`src/rtl/clint_defines.sv`:
```
// Shared bus width, zero word and CLINT register map defaults.
// Guarded so it can be pulled in by several files of one compilation unit.
`ifndef CLINT_DEFINES_SV
`define CLINT_DEFINES_SV

`ifndef DATA_WIDTH
`define DATA_WIDTH 32
`endif

`ifndef ZERO
`define ZERO 32'h0000_0000
`endif

`define MSIP_BASE          16'h0000
`define MTIMECMP_BASE      16'h4000
`define MTIME_BASE         16'hBFF8
`define MSIP_STRIDE        4
`define MTIMECMP_STRIDE    8

`endif

```
`src/rtl/clint_multihart_pkg.sv`:
```
// Register-select types and the address decoder shared by the CLINT files.
`ifndef CLINT_DEFINES_SV
`include "clint_defines.sv"
`endif

package clint_multihart_pkg;

    localparam int MAX_HARTS = 16;

    typedef enum logic [2:0] {
        REG_NONE,
        REG_MSIP,
        REG_CMP_LO,
        REG_CMP_HI,
        REG_MTIME_LO,
        REG_MTIME_HI
    } reg_sel_e;

    typedef struct packed {
        reg_sel_e   sel;
        logic [3:0] hart;
    } dec_t;

    // Offsets below a base wrap to >= 2^16 in 17 bits and so fall outside every window.
    function automatic dec_t decode_addr(
        input logic [15:0] off,
        input logic [15:0] msip_base,
        input logic [15:0] cmp_base,
        input logic [15:0] mtime_base,
        input int          num_harts
    );
        dec_t        d;
        logic [16:0] rel_msip;
        logic [16:0] rel_cmp;
        d.sel    = REG_NONE;
        d.hart   = 4'd0;
        rel_msip = {1'b0, off} - {1'b0, msip_base};
        rel_cmp  = {1'b0, off} - {1'b0, cmp_base};
        if (off == mtime_base) begin
            d.sel = REG_MTIME_LO;
        end else if (off == mtime_base + 16'd4) begin
            d.sel = REG_MTIME_HI;
        end else if (rel_cmp < 17'(`MTIMECMP_STRIDE * num_harts)) begin
            if (rel_cmp[1:0] == 2'b00) begin
                d.sel  = rel_cmp[2] ? REG_CMP_HI : REG_CMP_LO;
                d.hart = rel_cmp[6:3];
            end
        end else if (rel_msip < 17'(`MSIP_STRIDE * num_harts) && rel_msip[1:0] == 2'b00) begin
            d.sel  = REG_MSIP;
            d.hart = rel_msip[5:2];
        end
        return d;
    endfunction

endpackage

```
`src/rtl/clint_mtime.sv`:
```
// Shared 64-bit mtime counter advanced by a 0..TICK_DIV-1 prescaler.
// Latency: word writes and ticks land at the clock edge; no backpressure.
// A word write wins over the tick in its cycle and leaves the other word untouched.
module clint_mtime #(
    parameter int TICK_DIV = 1
) (
    input  logic        clk_i,
    input  logic        rst_i,
    input  logic        lo_we,
    input  logic        hi_we,
    input  logic [31:0] wdata,
    output logic [63:0] mtime
);

    localparam logic [15:0] PRESC_LAST = 16'(TICK_DIV - 1);

    logic [15:0] presc;
    logic        tick;

    assign tick = (presc == PRESC_LAST);

    always_ff @(posedge clk_i) begin
        if (rst_i) begin
            presc <= 16'd0;
            mtime <= 64'd0;
        end else begin
            presc <= tick ? 16'd0 : presc + 16'd1;
            if (lo_we) begin
                mtime[31:0] <= wdata;
            end else if (hi_we) begin
                mtime[63:32] <= wdata;
            end else if (tick) begin
                mtime <= mtime + 64'd1;
            end
        end
    end

endmodule

```
`src/rtl/clint_multihart.sv`:
```
// Multi-hart CLINT: shared mtime, per-hart mtimecmp/msip and registered irq lines.
// Latency: ack_o/data_o one cycle after req_i, irqs one cycle after the state they follow.
// Backpressure: none, a request may be issued every cycle and each gets one ack.
`ifndef CLINT_DEFINES_SV
`include "clint_defines.sv"
`endif

module clint_multihart
    import clint_multihart_pkg::*;
#(
    parameter int          NUM_HARTS     = 2,
    parameter int          TICK_DIV      = 1,
    parameter logic [15:0] MTIMECMP_BASE = `MTIMECMP_BASE,
    parameter logic [15:0] MSIP_BASE     = `MSIP_BASE,
    parameter logic [15:0] MTIME_BASE    = `MTIME_BASE
) (
    input  logic                   clk_i,
    input  logic                   rst_i,
    input  logic                   req_i,
    input  logic                   we_i,
    input  logic [`DATA_WIDTH-1:0] addr_i,
    input  logic [`DATA_WIDTH-1:0] data_i,
    output logic [`DATA_WIDTH-1:0] data_o,
    output logic                   ack_o,
    output logic [NUM_HARTS-1:0]   timer_irq_o,
    output logic [NUM_HARTS-1:0]   software_irq_o
);

    dec_t                   dec;
    logic                   wr;
    logic [63:0]            mtime;
    logic [63:0]            mtimecmp [NUM_HARTS];
    logic [NUM_HARTS-1:0]   msip;
    logic [`DATA_WIDTH-1:0] rdata;
    logic                   unused_addr_hi;

    assign unused_addr_hi = ^addr_i[`DATA_WIDTH-1:16];
    assign dec            = decode_addr(addr_i[15:0], MSIP_BASE, MTIMECMP_BASE, MTIME_BASE, NUM_HARTS);
    assign wr             = req_i & we_i;

    clint_mtime #(
        .TICK_DIV (TICK_DIV)
    ) u_mtime (
        .clk_i (clk_i),
        .rst_i (rst_i),
        .lo_we (wr && dec.sel == REG_MTIME_LO),
        .hi_we (wr && dec.sel == REG_MTIME_HI),
        .wdata (data_i),
        .mtime (mtime)
    );

    for (genvar h = 0; h < NUM_HARTS; h++) begin : g_hart
        logic hart_wr;
        assign hart_wr = wr && (dec.hart == 4'(h));

        always_ff @(posedge clk_i) begin
            if (rst_i) begin
                mtimecmp[h]       <= '1;
                msip[h]           <= 1'b0;
                timer_irq_o[h]    <= 1'b0;
                software_irq_o[h] <= 1'b0;
            end else begin
                if (hart_wr && dec.sel == REG_CMP_LO) mtimecmp[h][31:0]  <= data_i;
                if (hart_wr && dec.sel == REG_CMP_HI) mtimecmp[h][63:32] <= data_i;
                if (hart_wr && dec.sel == REG_MSIP)   msip[h]            <= data_i[0];
                timer_irq_o[h]    <= (mtime >= mtimecmp[h]);
                software_irq_o[h] <= msip[h];
            end
        end
    end

    // Read data is taken from current register values, before this edge's updates.
    always_comb begin
        rdata = `ZERO;
        unique case (dec.sel)
            REG_MTIME_LO: rdata = mtime[31:0];
            REG_MTIME_HI: rdata = mtime[63:32];
            REG_CMP_LO, REG_CMP_HI, REG_MSIP: begin
                for (int h = 0; h < NUM_HARTS; h++) begin
                    if (dec.hart == 4'(h)) begin
                        if (dec.sel == REG_CMP_LO)      rdata = mtimecmp[h][31:0];
                        else if (dec.sel == REG_CMP_HI) rdata = mtimecmp[h][63:32];
                        else                            rdata = {31'b0, msip[h]};
                    end
                end
            end
            default: rdata = `ZERO;
        endcase
    end

    always_ff @(posedge clk_i) begin
        if (rst_i) begin
            ack_o  <= 1'b0;
            data_o <= `ZERO;
        end else begin
            ack_o  <= req_i;
            data_o <= (req_i && !we_i) ? rdata : `ZERO;
        end
    end

endmodule
```
`config.mk`:
```
export PLATFORM = sky130hd
export DESIGN_NAME = clint_multihart
export DESIGN_NICKNAME = d
export VERILOG_FILES = /design/src/rtl/clint_multihart_pkg.sv /design/src/rtl/clint_mtime.sv /design/src/rtl/clint_multihart.sv
export VERILOG_INCLUDE_DIRS = /design/src /design/src/rtl
export SDC_FILE = /design/constraint.sdc
export NUM_CORES = 1
export LEC_CHECK = 0
export BUFFER_PORTS_ARGS = -buffer_cell sky130_fd_sc_hd__buf_4
export CORE_MARGIN = 2
export CORE_UTILIZATION = 51
export CTS_BUF_LIST = sky130_fd_sc_hd__clkbuf_8 sky130_fd_sc_hd__clkbuf_16
export DETAILED_ROUTE_END_ITERATION = 8
export GPL_ROUTABILITY_DRIVEN = 0
export MAX_ROUTING_LAYER = met4
export PLACE_DENSITY_LB_ADDON = 0.12
export SYNTH_ARGS = -nofsm -noshare
export SYNTH_HDL_FRONTEND = slang
export SYNTH_HIERARCHICAL = 1
export SYNTH_SLANG_ARGS = --single-unit
```
`constraint.sdc`:
```
create_clock -name clk_i -period 6.06 [get_ports clk_i]
set_clock_uncertainty 0.2 [all_clocks]
set_input_delay 0.909 -clock clk_i [delete_from_list [all_inputs] [get_ports clk_i]]
set_output_delay 0.909 -clock clk_i [all_outputs]
set_load 0.01 [all_outputs]
```
; After elaboration in Yosys (flattened, before gate mapping)
; Memory sizes are Yosys's and may differ from the RTL's.
; Cells that the tools add are included.
[word_totals]
reg_bits = 119
mem_bits_rw = 128
output_inout_bits = 37
mem_count = 1
[mem_list]
columns = name, words, word_bits, read_ports, rd_ports_with_merged_regs, wr, line_no
row1 = mtimecmp, 2, 64, 2, 0, 2, clint_multihart.sv:32  ; logic [63:0] mtimecmp [NUM_HARTS];
[op_classes]
magnitude_cmp = 4
n_eq_ne = 9
n_addsub = 3
n_reduce_logical = 24
bitwise = 7
muxes = 37
[op_table]
columns = cell, count
row1 = $mux W32, 13
row2 = $ge A64 B64 Y1, 2
row3 = $pmux W32 S3, 1
row4 = $add A64 B1 Y64 const B, 1
row5 = $mux W64, 1
row6 = $eq A16 B16 Y1 const B, 2
row7 = $lt A17 B5 Y1 const B, 1
row8 = $sub A16 B15 Y17 const B, 1
row9 = $add A16 B1 Y16 const B, 1
row10 = $logic_not A16 Y1, 1
row11 = $lt A16 B4 Y1 const B, 1
row12 = $mux W1, 15
row13 = $logic_and A1 B1 Y1, 12
row14 = $mux W4, 2
row15 = $mux W7, 1
row16 = $eq A3 B2 Y1 const B, 2
row17 = $eq A3 B3 Y1 const B, 2
row18 = $mux W3, 2
row19 = $mux W6, 1
row20 = $mux W5, 1
row21 = $eq A4 B1 Y1 const B, 1
row22 = $logic_not A2 Y1, 2
row23 = $logic_not A4 Y1, 1
row24 = $or A1 B1 Y1, 4
row25 = 9 further kinds, 13

; Depth between registers and ports, before layout
[depth]
word_depth = 13
depth_mapped = 14

; Modules after synthesis
; Netlist, hierarchy kept.
[by_module_without_submodules]
columns = mod, cells_each, area_per_inst_um2, seq_area_each_um2, n_inst
row1 = clint_multihart, 1059, 10811.6, 4624.4, 1
row2 = clint_mtime, 683, 5216.3, 1601.5, 1

; Worst setup path before layout
; OpenSTA, ideal clock, no wires.
[synth_timing]
kind = input to register
startpoint = input port addr_i[14]
endpoint = memory mtimecmp[0][32] (enable)
path_buffers = 1
path_slack_ns = 0.487
required_time_ns = 5.390
path_stages = 6
arrival_ns = 4.903
setup_time_ns = 0.470
cell_sequence = inv_1 ha_1 or4bb_1 or4_1 buf_2 o31ai_1
[synth_rtl]
columns = element, line_no
row1 = from (decl), clint_multihart.sv:21  ; input logic [`DATA_WIDTH-1:0] addr_i,
row2 = to (decl), clint_multihart.sv:32

==> impl_metrics.py <==
metrics = {
    "run_status": {
        "status": "complete, no violations",
    },
    "critical_path": {
        "worstPathMaxFanout": 18,
        "cp.arrival_ns": 4.09,
        "r2r_setup_slack_ns": 2.69,
        "cp_slowest_cell": "o31ai_4",
        "regToRegStartpoint": "u_mtime/presc[0]$_SDFF_PP0_",
        "start_kind": "input pin",
        "required_ns": 6.08,
        "cp_num_buf_inv": 3,
        "critPathMaxStageDelay_ns": 0.99,
        "r2r_end": "u_mtime/mtime[28]$_SDFFE_PP0P_",
        "rr_worst_depth": 8,
        "cp-end-kind": "flop",
        "crit_type": "in2reg",
        "critical-path-top-delay-family": "simple AND/OR/NAND/NOR gates",
        "critPathMostFrequentCell": "buf_4",
        "crit_path_cell_trace": "buf_4 > inv_1 > ha_1 > or4bb_1 > or4_1 > o31ai_4 > buf_4",
    },
    "cts": {
        "cts-root-buf": "clkbuf_16",
        "clkTransAtPathRegs_ns": 0.06,
        "clock_latency_ns": 0.55,
        "holdBufCountCts": 0,
        "post_cts_buffers": 0,
        "clkSinkCount": 247,
        "cts_buffers": 28,
        "cts-resized-gates": 0,
        "htree_levels": 1,
        "cts_tree": "yes",
        "clock_path_buffers": 3,
    },
    "timing": {
        "fmax_ghz": 0.246,
        "final-hold-violation-count": 0,
        "rsz0062_at_grt": "no",
        "relSlewSlack": 0.310,
        "post-route-period-util": 0.671,
        "worst_slew_pin_slew_ns": 1.03,
        "drv_slew": 0,
        "setup_viol": 0,
        "fin_crit_ns": 4.07,
        "fin_tns_setup_ns": 0,
    },
    "yosys": {
        "synth_cell_type_count": 82,
        "synth_edf_count": 128,
        "ys_async_sr_fraction": 0,
        "syn_area_sq_um": 16000,
        "synth_ff_type": "edfxtp_1",
        "postSynthCellCount": 1742,
        "yosys_warnings": 6,
        "ys_ff_latch": 247,
        "syn_avg_cell_area_sq_um": 9.20,
        "synthTopCellsByArea": "edfxtp_1 (24%), dfxtp_1 (15%), ha_1 (10%)",
        "yosysTopAreaCellShare": 0.240,
        "syn_nets": 1944,
        "yosysSeqAreaShare": 0.388,
        "synth_top_area_cell": "edfxtp_1",
    },
    "floorplanning": {
        "core_region_area_sq_um": 30700,
        "die_x_microns": 181,
        "io_pins": 105,
        "rows": 64,
        "die_y_microns": 181,
        "initial_core_util": 0.521,
        "die_area_sq_um": 32900,
    },
    "place": {
        "dp_hpwl_microns": 36800,
        "port_buffers": 88,
    },
    "grt": {
        "grt.overflow.total": 0,
        "grt_usage": 0.319,
        "antenna_found_initial": 0,
        "grt_pass1_wl_microns": 78900,
        "grt_max_degree": 71,
        "grt_pass1_vias": 13349,
    },
    "routing": {
        "detail_route.vias_per_cell": 6.51,
        "avgRoutedWirePerCell_microns": 23.6,
        "vias": 14350,
        "drt_iter0_drc": 1551,
        "ant_nets": 0,
        "first_pass_iters": 6,
        "routed_wl_microns": 52000,
        "drc": 0,
    },
    "pwr": {
        "worst_ir_drop_vdd_uv": 196,
        "leakage_nw": 7.13,
        "power.density_nw_per_um2": 211,
    },
    "hold_path": {
        "worstHoldStart": "u_mtime/presc[0]$_SDFF_PP0_",
        "hold_path.class": "reg2reg",
        "hold-path-cell-count": 1,
        "hold_path_end": "u_mtime/presc[0]$_SDFF_PP0_",
    },
    "cells_and_area": {
        "layout-drive-gt1-share": 0.106,
        "fin_util": 0.583,
        "area_growth_pct": 11.8,
        "final_nets": 1988,
    },
    "run": {
        "drv_cap": 0,
    },
}
-- registers in the layout, indices dropped and copies added, names as in the netlist --
name            count
ack_o               1
data_o             32
software_irq_o      2
u_mtime/mtime      64
timer_irq_o         2
mtimecmp          128
u_mtime/presc      16
msip                2
-- layout make-up --
cell class / count / area [sq um]
multi-input cells: 1235 / 8850
clock buffers: 34 / 806
clock inverters: 17 / 75.1
inverters: 159 / 597
well taps: 396 / 495
flip-flops and latches: 247 / 6230
fillers: 2761 / 12800
diodes: 1 / 2.50
repair buffers: 115 / 867
-- routing by layer --
| metal | part of all wire | track usage | up-vias | wire (microns) |
|---|---|---|---|---|
| met2 | 0.44 | 0.491 | 724 | 23000 |
| met1 | 0.43 | 0.441 | 6965 | 22300 |
| li1 | - | - | 6574 | - |
| met3 | 0.094 | 0.0351 | 87 | 4870 |
| met5 | 0 | - | - | 0 |
| met4 | 0.035 | 0.100 | 0 | 1840 |
-- cells in the final DEF, fill, tap and decap left out, drive strengths merged, types with 18 or more instances in the layout --
cell / netlist / layout
nand4: 59 / 59
or2: 39 / 39
dfxtp: 119 / 119
nand3: 59 / 59
o22ai: 35 / 35
mux2i: 79 / 79
a21oi: 65 / 65
nor3: 22 / 22
o21ai: 78 / 78
edfxtp: 128 / 128
inv: 158 / 170
ha: 134 / 134
nor2: 76 / 76
or4: 28 / 28
a221o: 33 / 33
nand2b: 100 / 100
nor4: 47 / 47
xnor2: 18 / 18
nand2: 120 / 120
clkbuf: 77 / 34
or3: 18 / 18
and3: 21 / 21
buf: 24 / 115
a31oi: 20 / 20
a211oi: 23 / 23
-- synth_stat cells (all sizes together), types with 9 or more instances --
library cell and count:
nand2 120, a31oi 20, a211oi 23, a21oi 65
a22oi 9, or4 28, clkbuf 77, mux2i 79
and4 15, and3 21, nor3 22, dfxtp 119
nor2 76, o21ai 78, nand3 59, o31ai 10
inv 158, ha 134, xnor2 18, o22ai 35
nand4 59, nand2b 100, a21o 15, o211ai 9
or2 39, a311oi 10, nor4 47, buf 24
or3 18, edfxtp 128, a221o 33, nor2b 13
-- metrics by stage --
step	cells	setup slack (ns)	power [mW]	hold WS [ns]	instance area, sq um
finish	2204	1.99	3.77	0.267	17900
global route	2203	1.86	3.89	0.288	17900
CTS	2203	1.99	3.79	0.274	17900
detailed placement	2152	1.41	2.17	0.266	17000
global placement	2152	1.48	2.16	0.235	17000
floorplan	1742	0.487	2.04	0.225	16000
-- power breakdown --
part / internal, mW / switching (mW)
logic: 0.112 / 0.186
registers: 1.81 / 0.0411
clock network: 0.931 / 0.696
total: 2.85 / 0.923
-- cells by family (layout without fill, tap and decap cells) --
group / Yosys count / after routing / synth area share
XOR/XNOR: 25 / 25 / 0.0137
buffers and inverters: 260 / 325 / 0.0646
flip-flops: 247 / 247 / 0.388
AND/OR/NAND/NOR: 639 / 639 / 0.227
AO/OA/AOI/OAI: 357 / 357 / 0.152
multiplexers: 80 / 80 / 0.0500
adder cells (fa/ha/maj): 134 / 134 / 0.105
other: 0 / 1 / 0
-- worst max-delay path by stage --
stage,startpoint,end,slack (ns),cells past startpoint
floorplan,addr_i[14],mtimecmp[0][32]$_SDFFCE_PN1P_,0.49,6
global placement,addr_i[14],mtimecmp[0][2]$_SDFFCE_PN1P_,1.48,7
detailed placement,addr_i[14],mtimecmp[0][4]$_SDFFCE_PN1P_,1.41,7
CTS,addr_i[14],mtimecmp[0][6]$_SDFFCE_PN1P_,1.99,7
global route,addr_i[14],mtimecmp[0][5]$_SDFFCE_PN1P_,1.86,7
finish,addr_i[14],mtimecmp[0][5]$_SDFFCE_PN1P_,1.99,7
Note: power is estimated with default switching activity, not from simulation.
